<file path="src/rtl/baccarat_pkg.sv">
// -----------------------------------------------------------------------------
// baccarat_pkg
//
// Shared types and constants for the baccarat game datapath and its controller.
//
// Contents:
//   n           - width of a card code and of a hand score
//   FACE_MIN    - card codes at or above this value count as zero points
//   NATURAL_MIN - a two-card hand scoring at least this is a natural
//   STAND_MIN   - the player stands on this score or higher
//   state_t     - game controller states, in the order a hand is dealt
// -----------------------------------------------------------------------------
package baccarat_pkg;

   localparam int n = 4;

   localparam int unsigned FACE_MIN    = 10;
   localparam int unsigned NATURAL_MIN = 8;
   localparam int unsigned STAND_MIN   = 6;

   // IDLE waits out reset, DEAL_* each load exactly one card register,
   // CHECK and BANKER make the drawing decisions, RESULT latches the lights
   // and DONE holds the finished hand until the next reset.
   typedef enum logic [3:0] {
      IDLE    = 4'd0,
      DEAL_P1 = 4'd1,
      DEAL_D1 = 4'd2,
      DEAL_P2 = 4'd3,
      DEAL_D2 = 4'd4,
      CHECK   = 4'd5,
      DEAL_P3 = 4'd6,
      BANKER  = 4'd7,
      DEAL_D3 = 4'd8,
      RESULT  = 4'd9,
      DONE    = 4'd10
   } state_t;

endpackage : baccarat_pkg

</file>
<file path="src/rtl/deal_sequencer_banker_rule.sv">
// -----------------------------------------------------------------------------
// banker_rule
//
// Purely combinational banker third-card table. Given the dealer's two-card
// score and the point value of the player's third card, it says whether the
// dealer must draw a third card.
//
// Ports:
//   dscore - dealer two-card score, 0..9
//   p3v    - point value of the player's third card, 0..9 (face cards
//            already folded to zero by the caller)
//   draw   - 1 when the dealer takes a third card
// -----------------------------------------------------------------------------
module banker_rule
   import baccarat_pkg::*;
#(
   parameter int n = baccarat_pkg::n
) (
   input  logic [n-1:0] dscore,
   input  logic [n-1:0] p3v,
   output logic         draw
);

   // Inclusive windows on the player's third card that make the dealer draw
   // at dealer scores 4, 5 and 6. Pulled out as named constants so the table
   // below reads the same way the rule is normally written down.
   localparam logic [n-1:0] drawAll3Except = n'(8);
   localparam logic [n-1:0] lowAt4         = n'(2);
   localparam logic [n-1:0] lowAt5         = n'(4);
   localparam logic [n-1:0] lowAt6         = n'(6);
   localparam logic [n-1:0] highWindow     = n'(7);

   logic inWindow4;
   logic inWindow5;
   logic inWindow6;

   // All three windows share the same upper bound of 7, so only the lower
   // bound differs between rows of the table.
   always_comb begin
      inWindow4 = (p3v >= lowAt4) && (p3v <= highWindow);
      inWindow5 = (p3v >= lowAt5) && (p3v <= highWindow);
      inWindow6 = (p3v >= lowAt6) && (p3v <= highWindow);
   end

   // Dealer scores 0-2 always draw and 7 never does. Scores 8 and 9 are
   // naturals that never reach the banker decision, so they simply stand;
   // codes above 9 are not produced by the datapath and also stand.
   always_comb begin
      draw = 1'b0;
      case (dscore)
         n'(0), n'(1), n'(2): draw = 1'b1;
         n'(3):               draw = (p3v != drawAll3Except);
         n'(4):               draw = inWindow4;
         n'(5):               draw = inWindow5;
         n'(6):               draw = inWindow6;
         default:             draw = 1'b0;
      endcase
   end

endmodule : banker_rule

</file>
<file path="src/rtl/deal_sequencer.sv">
// -----------------------------------------------------------------------------
// deal_sequencer
//
// Game controller for the baccarat datapath. Advances one state per rising
// edge of slow_clock, pulses the six card-register load strobes in dealing
// order, applies the natural / player third-card / banker third-card rules to
// the hand scores coming back from the datapath, and latches the win lights.
//
// Ports:
//   slow_clock        - single clock, everything changes on its rising edge
//   reset             - synchronous, active-high; returns to IDLE and clears
//                       the lights
//   pscore, dscore    - player / dealer hand scores (0..9), combinational from
//                       the card registers
//   pcard3            - raw code held in the player-3 card register (0..15)
//   load_pcard1..3    - one-cycle load strobes for the player card registers
//   load_dcard1..3    - one-cycle load strobes for the dealer card registers
//   player_win_light  - registered, set when the player wins or ties
//   dealer_win_light  - registered, set when the dealer wins or ties
// -----------------------------------------------------------------------------
module deal_sequencer #(
   parameter int n = baccarat_pkg::n
) (
   input  logic         slow_clock,
   input  logic         reset,
   input  logic [n-1:0] pscore,
   input  logic [n-1:0] dscore,
   input  logic [n-1:0] pcard3,
   output logic         load_pcard1,
   output logic         load_pcard2,
   output logic         load_pcard3,
   output logic         load_dcard1,
   output logic         load_dcard2,
   output logic         load_dcard3,
   output logic         player_win_light,
   output logic         dealer_win_light
);

   import baccarat_pkg::*;

   localparam logic [n-1:0] faceMin    = n'(FACE_MIN);
   localparam logic [n-1:0] naturalMin = n'(NATURAL_MIN);
   localparam logic [n-1:0] standMin   = n'(STAND_MIN);

   state_t       state;
   state_t       nextState;
   logic [n-1:0] p3v;
   logic         bankerDraw;
   logic         isNatural;

   // The card register holds the raw code; tens and face cards are worth
   // nothing, so fold them to zero before consulting the banker table.
   always_comb begin
      p3v = pcard3;
      if (pcard3 >= faceMin) begin
         p3v = '0;
      end
   end

   // Either hand reaching 8 or 9 on two cards ends the deal immediately.
   always_comb begin
      isNatural = (pscore >= naturalMin) || (dscore >= naturalMin);
   end

   banker_rule #(
      .n(n)
   ) u_banker_rule (
      .dscore(dscore),
      .p3v   (p3v),
      .draw  (bankerDraw)
   );

   // State register. Reset wins over every transition, including the hold
   // in DONE, so a new hand can only start by pulsing reset.
   always_ff @(posedge slow_clock) begin
      if (reset) begin
         state <= IDLE;
      end else begin
         state <= nextState;
      end
   end

   // Next-state logic. The deal itself is a fixed chain; only CHECK and
   // BANKER branch. Each card register captures on the edge leaving its
   // DEAL state, so the scores used in CHECK already include the second
   // dealer card and the pcard3 seen in BANKER is the freshly dealt one.
   // In CHECK the natural test comes first, then a player on 0-5 draws;
   // a player standing on 6-7 leaves the dealer to draw on 0-5 without
   // the banker table, since there is no player third card to consult.
   always_comb begin
      nextState = state;
      case (state)
         IDLE:    nextState = DEAL_P1;
         DEAL_P1: nextState = DEAL_D1;
         DEAL_D1: nextState = DEAL_P2;
         DEAL_P2: nextState = DEAL_D2;
         DEAL_D2: nextState = CHECK;
         CHECK: begin
            if (isNatural) begin
               nextState = RESULT;
            end else if (pscore < standMin) begin
               nextState = DEAL_P3;
            end else if (dscore < standMin) begin
               nextState = DEAL_D3;
            end else begin
               nextState = RESULT;
            end
         end
         DEAL_P3: nextState = BANKER;
         BANKER:  nextState = bankerDraw ? DEAL_D3 : RESULT;
         DEAL_D3: nextState = RESULT;
         RESULT:  nextState = DONE;
         DONE:    nextState = DONE;
         default: nextState = IDLE;
      endcase
   end

   // Load strobes are a pure decode of the current state, so each one is
   // high for exactly the one cycle spent in its DEAL state and reset
   // (which forces IDLE) silences them on the very next cycle.
   always_comb begin
      load_pcard1 = 1'b0;
      load_pcard2 = 1'b0;
      load_pcard3 = 1'b0;
      load_dcard1 = 1'b0;
      load_dcard2 = 1'b0;
      load_dcard3 = 1'b0;
      case (state)
         DEAL_P1: load_pcard1 = 1'b1;
         DEAL_D1: load_dcard1 = 1'b1;
         DEAL_P2: load_pcard2 = 1'b1;
         DEAL_D2: load_dcard2 = 1'b1;
         DEAL_P3: load_pcard3 = 1'b1;
         DEAL_D3: load_dcard3 = 1'b1;
         default: ;
      endcase
   end

   // Win lights are captured only on the edge leaving RESULT, so they stay
   // frozen for the whole of DONE. Using >= on both sides lights both lamps
   // on a tie without a separate equality term.
   always_ff @(posedge slow_clock) begin
      if (reset) begin
         player_win_light <= 1'b0;
         dealer_win_light <= 1'b0;
      end else if (state == RESULT) begin
         player_win_light <= (pscore >= dscore);
         dealer_win_light <= (dscore >= pscore);
      end
   end

endmodule : deal_sequencer
</file>
<file path="config.mk">
export PLATFORM = sky130hd
export DESIGN_NAME = deal_sequencer
export DESIGN_NICKNAME = d
export VERILOG_FILES = /design/src/rtl/baccarat_pkg.sv /design/src/rtl/deal_sequencer_banker_rule.sv /design/src/rtl/deal_sequencer.sv
export SDC_FILE = /design/constraint.sdc
export NUM_CORES = 1
export LEC_CHECK = 0
export BUFFER_PORTS_ARGS = -buffer_cell sky130_fd_sc_hd__buf_2
export CORE_AREA = 2 2 39 41
export CTS_BUF_LIST = sky130_fd_sc_hd__clkbuf_16
export CTS_CLUSTER_DIAMETER = 40
export DETAILED_ROUTE_END_ITERATION = 7
export DIE_AREA = 0 0 41 43
export PLACE_DENSITY = 0.7
export SLEW_MARGIN = 20
export SYNTH_ARGS = -nofsm -noshare
export SYNTH_HDL_FRONTEND = slang
export SYNTH_SLANG_ARGS = --single-unit
</file>
<file path="constraint.sdc">
create_clock -name slow_clock -period 1.23 [get_ports slow_clock]
set_input_delay 0.0615 -clock slow_clock [delete_from_list [all_inputs] [get_ports slow_clock]]
set_output_delay 0.0615 -clock slow_clock [all_outputs]
set_load 0.1 [all_outputs]
</file>
Word-level counts from Yosys, hierarchy flattened
Index checks and enable logic that the tools add are counted.
Operators by class
  reductions and logical operators: 8
  order comparisons: 11
  equal/unequal tests: 17
  multiplexer cells: 13
Operator list (count)
  one-hot mux 4 bit (10 select lines): 1
  equality test 4 x 3 -> 1 bit, second input constant: 7
  equality test 4 x 2 -> 1 bit, second input constant: 4
  equality test 4 bit, second input constant: 3
  greater-or-equal comparator 4 bit, second input constant: 3
  two-way mux 4 bit: 3
  equality test 4 x 1 -> 1 bit, second input constant: 2
  greater-or-equal comparator 4 x 3 -> 1 bit, second input constant: 2
  greater-or-equal comparator 4 bit: 2
  zero test 4 bit: 2
  less-than comparator 4 x 3 -> 1 bit, second input constant: 2
  two-way mux 1 bit: 8
  one-hot mux 1 bit (5 select lines): 1
  greater-or-equal comparator 4 x 2 -> 1 bit, second input constant: 1
  less-or-equal comparator 4 x 3 -> 1 bit, second input constant: 1
  != test 4 bit, second input constant: 1
  logical AND 1 bit: 3
  OR reduction 3 bit: 1
  OR reduction 2 bit: 1
  logical OR 1 bit: 1
Word-level totals
  register bits after elaboration: 6
  logic and storage cells: 52
  output and inout bits: 8
  input port bits: 14

Depth between registers and ports, before layout
Gate-level depths: netlist (run 1).
  depth in word-level cells: 7
  mapped depth: 6
  gate-level depth less buffers: 6

Hierarchy
A second synthesis (run 1) with hierarchy kept.
Second synthesis, totals
  cell total of the unflattened synthesis: 72
  area total of the unflattened synthesis: 554.3 um^2
By module, submodules not included
  deal_sequencer: instances 1, seq. area each 120.1 um^2, area each 501.7 um^2, cells each 66
  banker_rule: instances 1, seq. area each 0.0 um^2, area each 52.6 um^2, cells each 6

Least setup slack after synthesis (run 1)
OpenSTA, ideal clock, no wires.
  path kind: reg2out
  start point: reg state[3]
  end point: out load_dcard2
  path buffers: 1
  arrival: 2.647 ns
  cell stages (with the launch flop): 5
  path slack: -1.478 ns
  data required time: 1.168 ns
  cell sequence: dfxtp_1 -> clkbuf_2 -> inv_1 -> nand2_1 -> nor3_1
On the way
  word-level cells in the longest chain between the ends: 2
Ends and longest elaborated chain
  start: declaration: line deal_sequencer.sv:45  | state_t state;
  start signal: assignment: line deal_sequencer.sv:79  | state <= nextState;
  equality test 4 x 3 -> 1 bit: line deal_sequencer.sv:128  | case (state)
  two-way mux 1 bit: line deal_sequencer.sv:128
  end: declaration: line deal_sequencer.sv:33  | output logic load_dcard2,
Every way passes these cells.

Worst setup path after layout (run 1)
  start point: reg state[3]
  end point: out load_pcard2
On the way
  word-level cells in the longest chain between the ends: 2
Ends and longest elaborated chain
  equality test 4 x 2 -> 1 bit: line deal_sequencer.sv:128
  two-way mux 1 bit: line deal_sequencer.sv:128
  end: declaration: line deal_sequencer.sv:30  | output logic load_pcard2,
Every way passes these cells.

==> summary.md, run 1 <==
| Metric | Value |
|---|---|
| Share of layout cells above drive strength 1 | 0.5673 |
| Design Power | 1.229 mW |
| WL/cell | 13.53 um |
| Worst-skew pair later-pin latency | 0.23 ns |
| Status | finished, violations left |
| Initial antenna violation count | 0 |
| Synth warnings | 0 |
| Post-Syn Area | 485.5 um2 |
| Buf+Inv Stages, Crit Path | 3 |
| Share of the synthesized area in the top cell type | 0.2474 |
| Leading post-synthesis cells by instance count | nor2_1 (9), inv_1 (7), nor3_1 (7), dfxtp_1 (6), nand2_1 (6) |
| GPL Wtd Cong | 0.8843 |
| Nets | 123 |
| Vias in the first global route | 587 |
| DRC viols | 0 |
| Slew Limit Fails | 0 |
| Worst hold path class | in -> reg |
| Die width | 41 um |
| First-pass GRT wire length | 2525 um |
| CTS tree | built |
| Root Buffer | clkbuf_16 |
| Grt ovf | 0 |
| Critical Path End Type | output port |
| Die area | 1763 um2 |
| Syn_nets | 85 |
| Worst clock skew | 0.006180 ns |
| CP startpoint kind | flip-flop |
| Initial DRT Pass Iterations | 4 |
| Total number of vias | 632 |
| Post-detail-place hpwl | 1040 um |
| Leak | 0.4439 nW |
| Critical Path AT | 1.19 ns |
| Syn Area/Cell | 7.246 um2 |
| Max Fanout on Critical Path | 5 |
| Largest net degree at the start of global routing | 10 |
| Final instance area | 1002 um2 |
| Core Box Area | 1384 um2 |
| Fin crit share | 1.021 |
| Number of synthesized flops with an enable pin | 0 |
| Diode count | 0 |
| Data required time at the worst endpoint | 1.17 ns |
| Cell count after synthesis | 67 |
| Tmin final | 1.256 ns |
| Finish-stage setup viols | 4 |
| Clk sinks | 6 |
| Cell chain of the critical path | buf_6 > buf_4 > nor3_4 > buf_12 |
| PortBufs | 21 |
| Violated checks | setup timing |
| Final WL | 1623 um |
| All-Layer GR Usage | 0.2101 |
| Post-synth top area cell | dfxtp_1 |
| Slowest-stage cell, CP | dfxtp_2 |
| Placed cell area | 830.8 um2 |
| Post-DR vias/cell | 5.267 |
| Worst slew pin tran | 0.4816 ns |
| Crit path kind | reg -> out |
| Max cap viols | 0 |
| Total CTS buffers | 3 |
| Row cnt | 14 |
| Antenna-violating nets left | 0 |
| IO Pins | 22 |
| Placement Setup Slack | -0.01198 ns |
| Count leader, synth | nor2_1 |
| Family with the most delay on the worst path | buffers and inverters |
| Synthesized flop and latch total | 6 |
| Die height | 43 um |
| PD cells | 1226 nW/um2 |
| FFs w/ async S/R, synth | 0 |
| Setup ws final | -0.02614 ns |
| Library cells used by synthesis | 22 |
| Max clock buf depth | 2 |
| Max incr delay on CP | 0.33 ns |
| Clk pin slew, worst setup/hold paths | 0.04 ns |
| RSZ-0062 raised after global routing | true |
| Register area share after synthesis | 0.2474 |
| H-tree lvl count | 1 |
| Area growth syn-to-layout | 106.4% |
| Fmax | 0.7961 GHz |
| Setup TNS | -0.08049 ns |
| Fin. Hold Viols | 0 |
| Primary FF master, synth | dfxtp_1 |
| Initial Util | 0.3508 |
| Slew margin rel. | 0.6811 |
| Drt initial violations | 25 |
| Ranking of synthesized cells by area | dfxtp_1 (25%), ha_1 (10%), nor3_1 (7.2%) |
| Final hold slack | 0.08270 ns |
| VDD IR-drop max | 0.8008 mV |
## sequential cells by signal, indices dropped and copies added (netlist names)
signal / flops
state: 4
dealer_win_light: 1
player_win_light: 1
## worst register-to-register path: cells and delay by family (launching register included)
family,cells,cell delay (ns)
AOI/OAI and AO/OA,3,0.44
buffers and inverters,3,0.30
DFF,1,0.35
## cell usage in the layout (no fill, tap or decap)
cell type,count
buf_2,15
buf_4,10
nor2_1,8
inv_1,7
buf_12,6
nor3_4,5
a21oi_1,5
buf_6,5
nand2_1,4
o21ai_0,4
ha_1,4
dfxtp_2,4
nand2b_4,3
clkbuf_16,3
a211o_1,2
nor3_1,2
dfxtp_4,2
inv_4,1
nand2_4,1
nor2_4,1
nand2_2,1
nand4_1,1
o221a_2,1
a41oi_2,1
o22ai_1,1
nor2b_1,1
nor4b_1,1
nand2b_1,1
a41oi_1,1
a22o_1,1
a2bb2oi_1,1
a311oi_1,1
## per-layer routing
| metal | share of wire | global-route usage | routed length [um] | up-vias |
|---|---|---|---|---|
| li1 | - | - | - | 314 |
| met1 | 0.43 | 0.2806 | 693 | 296 |
| met2 | 0.52 | 0.3094 | 845 | 18 |
| met3 | 0.029 | 0.03141 | 47 | 4 |
| met4 | 0.023 | 0.1133 | 37 | 0 |
| met5 | 0 | 0 | 0 | - |
## final timing paths
kind                     from          endpoint  slack, ns  depth (start not counted)
max                  state[3]       load_pcard2      -0.03                          4
min                     reset  player_win_light       0.08                          2
max reg2reg          state[3]          state[0]       0.02                          6
min reg2reg  player_win_light  player_win_light       0.49                          2
## cell families (layout without fill, tap and decap cells)
family | Yosys count | after routing | synth area share
AOI/OAI and AO/OA | 18 | 18 | 0.2706
adders and majority gates | 4 | 4 | 0.1031
buffers and inverters | 10 | 47 | 0.09535
DFF | 6 | 6 | 0.2474
and+or+nand+nor | 29 | 29 | 0.2835
## report_power, final
part | total, mW | switching [mW] | internal [mW]
Sequential | 0.235 | 0.0232 | 0.212
Combinational | 0.450 | 0.254 | 0.195
Clock | 0.544 | 0.121 | 0.423
Total | 1.23 | 0.399 | 0.829
## stage by stage
| step | utilization | instances |
|---|---|---|
| floorplan | - | 67 |
| detailed placement | 0.6004 | 109 |
| finish | 0.7242 | 120 |
| global route | 0.7242 | 120 |
| global placement | 0.6004 | 109 |
| CTS | 0.7188 | 120 |
## layout make-up
type / instances / area [um2]
Fill cell: 95 / 381.6
Multi-Input combinational cell: 51 / 415.4
Timing Repair Buffer: 36 / 326.6
Sequential cell: 6 / 132.6
Clock inverter: 1 / 3.754
Inverter: 7 / 28.78
Clock buffer: 3 / 75.07
Tap cell: 16 / 20.02
## repair_timing
| action | in CTS | in global routing |
|---|---|---|
| gates cloned | 0 | 0 |
| setup buffers | 8 | 1 |
| hold buffers | 0 | 0 |
| pin swaps | 6 | 5 |
| gates resized for setup | 9 | 2 |
| setup endpoints to repair | 7 | 6 |
Power figures use the tool's default switching activity.
==> run 2, diff against run 1 <==
clock period = 1.5 ns   (was 1.23 ns; I/O delays follow)
==> run 2 against run 1 <==
Effect of this change: the run now ends clean; wire length fell by 18%; die area did not move; power fell by 25%; combinational power fell by 35%; register-to-register slack improved by 0.22 ns.
==> summary.md, run 2 (synthesized netlist as in run 1, its figures left out) <==
| Metric | Value |
|---|---|
| Max clock buf depth | 2 (unchanged) |
| Area growth syn-to-layout | 73.97% (was 106.4%) |
| PortBufs | 21 (unchanged) |
| Postcts setup bufs | 0 (was 8) |
| Total CTS buffers | 3 (unchanged) |
| Fin crit share | 0.9090 |
| GPL Wtd Cong | 0.8456 (was 0.8843) |
| Commonest non-fill, non-tap cell in the layout | buf_2 (unchanged) |
| All-Layer GR Usage | 0.1788 (was 0.2101) |
| Antenna-violating nets left | 0 (unchanged) |
| Slew Limit Fails | 0 (unchanged) |
| RSZ-0062 raised after global routing | false (was true) |
| Worst clock skew | 0.002320 ns (was 0.006180 ns) |
| Placement Setup Slack | 0.2097 ns (was -0.01198 ns) |
| Final WL | 1324 um (was 1623 um) |
| Fin. Hold Viols | 0 (unchanged) |
| Tmin final | 1.364 ns |
| Initial DRT Pass Iterations | 4 (unchanged) |
| Row cnt | 14 (unchanged) |
| Share of layout cells above drive strength 1 | 0.4066 (was 0.5673) |
| Die area | 1763 um2 (unchanged) |
| CTS tree | built (unchanged) |
| Largest net degree at the start of global routing | 9 (was 10) |
| Clk pin slew, worst setup/hold paths | 0.03 ns (was 0.04 ns) |
| Core Box Area | 1384 um2 (unchanged) |
| WL/cell | 12.37 um (was 13.53 um) |
| Slowest-stage cell, CP | dfxtp_1 (was dfxtp_2) |
| Initial Util | 0.3508 (unchanged) |
| Status | completed (was finished, violations left) |
| Fill count | 123 (was 95) |
| Cells resized by post-CTS repair | 0 (was 9) |
| Vias in the first global route | 549 (was 587) |
| Data required time at the worst endpoint | 1.42 ns (was 1.17 ns) |
| Design Power | 0.9226 mW (was 1.229 mW) |
| Finish-stage setup viols | 0 (was 4) |
| VDD IR-drop max | 0.7837 mV (was 0.8008 mV) |
| Hold Buf Count CTS | 0 (unchanged) |
| IO Pins | 22 (unchanged) |
| Worst slew pin tran | 0.4872 ns (was 0.4816 ns) |
| CP startpoint kind | flip-flop (unchanged) |
| FF-to-FF setup slack | 0.24 ns (was 0.02 ns) |
| Nets | 111 (was 123) |
| Critical Path End Type | output port (unchanged) |
| Drt initial violations | 7 (was 25) |
| First-pass GRT wire length | 2111 um (was 2525 um) |
| Hold path depth | 2 (unchanged) |
| PD cells | 1092 nW/um2 (was 1226 nW/um2) |
| Worst hold path class | in -> reg (unchanged) |
| Most flops, register | state (unchanged) |
| Post-detail-place hpwl | 1062 um (was 1040 um) |
| Critical Path AT | 1.29 ns (was 1.19 ns) |
| Reg2Reg Depth | 4 (was 6) |
| Worst-skew pair later-pin latency | 0.23 ns (about the same) |
| Leak | 0.3579 nW (was 0.4439 nW) |
| Max Fanout on Critical Path | 4 (was 5) |
| Clk sinks | 6 (unchanged) |
| Crit path kind | reg -> out (unchanged) |
| Setup ws final | 0.1364 ns (was -0.02614 ns) |
| Die width | 41 um (unchanged) |
| Max reg flops | 4 (unchanged) |
| Cell chain of the critical path | inv_1 > nand2_1 > nor3_4 > buf_12 (was buf_6 > buf_4 > nor3_4 > buf_12) |
| Biggest regs | state (4), dealer_win_light (1), player_win_light (1) (unchanged) |
| DRC viols | 0 (unchanged) |
| Post-DR vias/cell | 5.402 (was 5.267) |
| H-tree lvl count | 1 (unchanged) |
| Slew margin rel. | 0.6775 (was 0.6811) |
| Fmax | 0.7334 GHz |
| Die height | 43 um (unchanged) |
| Commonest non-fill, non-tap cells in the layout | buf_2 (15), nor2_1 (8), inv_1 (7) (was buf_2 (15), buf_4 (10), nor2_1 (8)) |
| Total number of vias | 578 (was 632) |
| Root Buffer | clkbuf_16 (unchanged) |
| Final core utilization | 0.6103 (was 0.7242) |
| Grt ovf | 0 (unchanged) |
| Diode count | 0 (unchanged) |
| Max incr delay on CP | 0.33 ns (about the same) |
| Initial antenna violation count | 0 (unchanged) |
| Max cap viols | 0 (unchanged) |
run 2: changes by cell type in the layout (fill, tap and decap cells not counted), sizes merged:
cell  previous run  this run
inv              8         7
buf             36        24
run 2: power breakdown:
group / switching [mW] / internal (mW) / leakage, nW
Combinational: 0.182 / 0.112 / 0.271
Sequential: 0.0228 / 0.172 / 0.0498
Clock: 0.0908 / 0.342 / 0.0370
run 2: layer usage:
metal / track usage / share of wire / vias up
met1: 0.2033 / 0.41 / 266
met5: 0 / 0 / -
met3: 0.03141 / 0.071 / 2
met2: 0.3031 / 0.51 / 21
li1: - / - / 289
met4: 0.08000 / 0.011 / 0
run 2: final cells by class:
| class | count | area, um2 | area share |
|---|---|---|---|
| repair buffers | 24 | 217.7 | 0.2578 |
| inverters | 7 | 26.28 | 0.03111 |
| flip-flops and latches | 6 | 122.6 | 0.1452 |
| well taps | 16 | 20.02 | 0.02370 |
| multi-input cells | 51 | 382.9 | 0.4533 |
| clock buffers | 3 | 75.07 | 0.08889 |
run 2: critical path, delay by kind of cell (launching register included):
kind / cells / cell delay (ns)
and+or+nand+nor: 2 / 0.41
DFF: 1 / 0.33
buffers and inverters: 2 / 0.32
run 2: worst paths after layout:
path                                  startpoint               end
worst max-delay path                    state[3]       load_dcard2
worst min-delay path                       reset          state[2]
worst min register to register  player_win_light  player_win_light
worst max register to register          state[0]  dealer_win_light
run 2: metrics by stage:
stage	std cells	hold slack [ns]	cell area, um2	TNS, ns
global route	107	0.1051	844.6	0
CTS	107	0.1075	842.1	0
global placement	104	0.3362	767.0	0
floorplan	67	0.1471	549.3	-0.1257
detailed placement	104	0.3431	767.0	0
finish	107	0.09381	844.6	0
==> run 3, diff against run 2 <==
CORE_AREA = 2 2 41 43   (was 2 2 39 41)
DIE_AREA = 0 0 43 45   (was 0 0 41 43)
PLACE_DENSITY = 0.69   (was 0.7)
SYNTH_HIERARCHICAL = 1   (was not set)
==> run 3 against run 2 <==
Effect of this change: critical path type unchanged; core utilization up 1.6 points; sequential share of layout area down 1.4 points; wire length up 1.9%; via count up 5.2%.
==> summary.md, run 3 <==
| Metric | Value |
|---|---|
| Initial antenna violation count | 0 (unchanged) |
| Register area share after synthesis | 0.2167 (was 0.2474) |
| Ranking of synthesized cells by area | dfxtp_1 (22%), ha_1 (9.0%), nor3_1 (8.1%) (was dfxtp_1 (25%), ha_1 (10%), nor3_1 (7.2%)) |
| Syn_nets | 90 (was 85) |
| All-Layer GR Usage | 0.1609 (was 0.1788) |
| Worst slew pin tran | 0.4886 ns (was 0.4872 ns) |
| Diode count | 0 (unchanged) |
| Grt ovf | 0 (unchanged) |
| Core Box Area | 1471 um2 (was 1384 um2) |
| Nets | 116 (was 111) |
| Post-DR vias/cell | 5.429 (was 5.402) |
| Slew margin rel. | 0.6765 (was 0.6775) |
| Hold path endpoint | state[3] (was state[2]) |
| Placed cells | 109 (was 104) |
| Share of layout cells above drive strength 1 | 0.4375 (was 0.4066) |
| Die height | 45 um (was 43 um) |
| Drt initial violations | 4 (was 7) |
| Syn Area/Cell | 7.698 um2 (was 7.246 um2) |
| Post-detail-place hpwl | 1125 um (was 1062 um) |
| Fin. Hold Viols | 0 (unchanged) |
| Finish-stage setup viols | 0 (unchanged) |
| Count leader, synth | nor3_1 (was nor2_1) |
| Most flops, register | state (unchanged) |
| Initial Util | 0.3767 (was 0.3508) |
| Leading post-synthesis cells by instance count | nor3_1 (9), nor2_1 (7), dfxtp_1 (6), a21oi_1 (5), inv_1 (5) (was nor2_1 (9), inv_1 (7), nor3_1 (7), dfxtp_1 (6), nand2_1 (6)) |
| Cell count after synthesis | 72 (was 67) |
| Biggest regs | state (4), dealer_win_light (1), player_win_light (1) (unchanged) |
| Max incr delay on CP | 0.39 ns (was 0.33 ns) |
| Leak | 0.3738 nW (was 0.3579 nW) |
| Worst R2R Start | state[2] (was state[0]) |
| Worst hold path class | in -> reg (unchanged) |
| Max cap viols | 0 (unchanged) |
| Synth warnings | 6 (was 0) |
| First-pass GRT wire length | 2359 um (was 2111 um) |
| Commonest non-fill, non-tap cell in the layout | buf_2 (unchanged) |
| Clk sinks | 6 (unchanged) |
| Share of the synthesized area in the top cell type | 0.2167 (was 0.2474) |
| Antenna-violating nets left | 0 (unchanged) |
| Synthesized flop and latch total | 6 (unchanged) |
| Primary FF master, synth | dfxtp_1 (unchanged) |
| Area growth syn-to-layout | 66.37% (was 73.97%) |
| Die width | 43 um (was 41 um) |
| Placement Setup Slack | -0.1366 ns (was 0.2097 ns) |
| Worst reg2reg path endpoint | player_win_light (was dealer_win_light) |
| FF-to-FF setup slack | 0.23 ns (was 0.24 ns) |
| Die area | 1935 um2 (was 1763 um2) |
| Worst-skew pair later-pin latency | 0.22 ns (was 0.23 ns) |
| IO Pins | 22 (unchanged) |
| RSZ-0062 raised after global routing | false (unchanged) |
| Critical Path AT | 1.31 ns (was 1.29 ns) |
| Max Fanout on Critical Path | 8 (was 4) |
| Post-Syn Area | 554.3 um2 (was 485.5 um2) |
| Critical Path End Type | output port (unchanged) |
| Setup TNS | 0 ns (unchanged) |
| Vias in the first global route | 576 (was 549) |
| Commonest non-fill, non-tap cells in the layout | buf_2 (15), nor2_1 (6), buf_12 (6) (was buf_2 (15), nor2_1 (8), inv_1 (7)) |
| Buf+Inv Stages, Crit Path | 1 (was 2) |
| Max clock buf depth | 2 (unchanged) |
| FFs w/ async S/R, synth | 0 (unchanged) |
| Total number of vias | 608 (was 578) |
| PD cells | 1032 nW/um2 (was 1092 nW/um2) |
| Crit path kind | reg -> out (unchanged) |
| Slew Limit Fails | 0 (unchanged) |
| Fmax | 0.7205 GHz (was 0.7334 GHz) |
| Status | completed (unchanged) |
| Fill count | 140 (was 123) |
| Final WL | 1349 um (was 1324 um) |
| GPL Wtd Cong | 0.7567 (was 0.8456) |
| Clk pin slew, worst setup/hold paths | 0.03 ns (about the same) |
| Hold path depth | 2 (unchanged) |
| Fin crit share | 0.9253 (was 0.9090) |
| WL/cell | 12.04 um (was 12.37 um) |
| Levels on crit path | 3 (was 4) |
| Worst clock skew | 0.0009848 ns (was 0.002320 ns) |
| Library cells used by synthesis | 27 (was 22) |
| Cell chain of the critical path | nand2b_1 > nor3_4 > buf_12 (was inv_1 > nand2_1 > nor3_4 > buf_12) |
| VDD IR-drop max | 1.262 mV (was 0.7837 mV) |
| H-tree lvl count | 1 (unchanged) |
| Total CTS buffers | 3 (unchanged) |
| CP startpoint kind | flip-flop (unchanged) |
| Hold Crit Start | reset (unchanged) |
| Max reg flops | 4 (unchanged) |
| Data required time at the worst endpoint | 1.42 ns (about the same) |
| Family with the most delay on the worst path | simple AND/OR/NAND/NOR gates (unchanged) |
| PortBufs | 21 (unchanged) |
| Initial DRT Pass Iterations | 3 (was 4) |
| Largest net degree at the start of global routing | 9 (unchanged) |
| CTS tree | built (unchanged) |
| Slowest-stage cell, CP | dfxtp_1 (unchanged) |
| Reg2Reg Depth | 4 (unchanged) |
| DRC viols | 0 (unchanged) |
| Row cnt | 14 (unchanged) |
| Number of synthesized flops with an enable pin | 0 (unchanged) |
| Layout Cells excl Fill | 112 (was 107) |
| Root Buffer | clkbuf_16 (unchanged) |
| Setup ws final | 0.1121 ns (was 0.1364 ns) |
| Post-synth top area cell | dfxtp_1 (unchanged) |
| Tmin final | 1.388 ns (was 1.364 ns) |
[run 3: cell type report]
cell class / count / area [um2] / share of cell area
inverters: 5 / 18.77 / 0.02035
repair buffers: 25 / 225.2 / 0.2442
well taps: 16 / 20.02 / 0.02171
clock buffers: 3 / 75.07 / 0.08141
multi-input cells: 57 / 461.7 / 0.5007
flip-flops and latches: 6 / 121.4 / 0.1316
[run 3: repair_timing]
action,in CTS,in global routing
setup endpoints to repair,0,2
hold buffers,0,0
resized for setup,0,2
setup buffers,0,0
[run 3: logic make-up after synthesis]
family / Yosys count / synth area share
AOI/OAI and AO/OA: 18 / 0.2302
DFF: 6 / 0.2167
buffers and inverters: 9 / 0.06998
and+or+nand+nor: 35 / 0.3928
adders and majority gates: 4 / 0.09030
[run 3: metrics by stage]
| stage | area, um2 | hold slack, ns | utilization | power (mW) |
|---|---|---|---|---|
| final | 922.1 | 0.09777 | 0.6267 | 0.9514 |
| after global routing | 922.1 | 0.1084 | 0.6267 | 0.9959 |
| after CTS | 918.4 | 0.09376 | 0.6242 | 0.9618 |
| after detailed placement | 843.3 | 0.3288 | 0.5731 | 0.5298 |
| after global placement | 843.3 | 0.3259 | 0.5731 | 0.5234 |
| after floorplan | 618.1 | 0.1474 | - | 0.4170 |
[run 3: where the power goes]
group	total (mW)	leakage, nW	internal, mW	switching, mW
logic	0.330	0.288	0.130	0.200
registers	0.197	0.0494	0.173	0.0246
clock network	0.424	0.0370	0.341	0.0827
[run 3: how the worst max path moves through the flow]
stage	to	from
CTS	load_dcard1	state[1]
finish	load_dcard1	state[0]
global placement	state[0]	pcard3[3]
floorplan	load_dcard1	state[0]
global route	load_dcard1	state[0]
detailed placement	state[0]	pcard3[3]
[run 3: layer usage]
layer | part of all wire | up-vias | GRT usage
met1 | 0.44 | 280 | 0.1916
met4 | 0 | 0 | 0
met3 | 0.048 | 0 | 0.07200
met2 | 0.52 | 15 | 0.2879
met5 | 0 | - | 0
li1 | - | 313 | -
[run 3: worst register-to-register path, cell delays in order, from the launching register on]
cell and delay (ns):
dfxtp_1 0.48, nand2b_1 0.23, nor2_1 0.10, o21a_1 0.12
a211oi_1 0.24
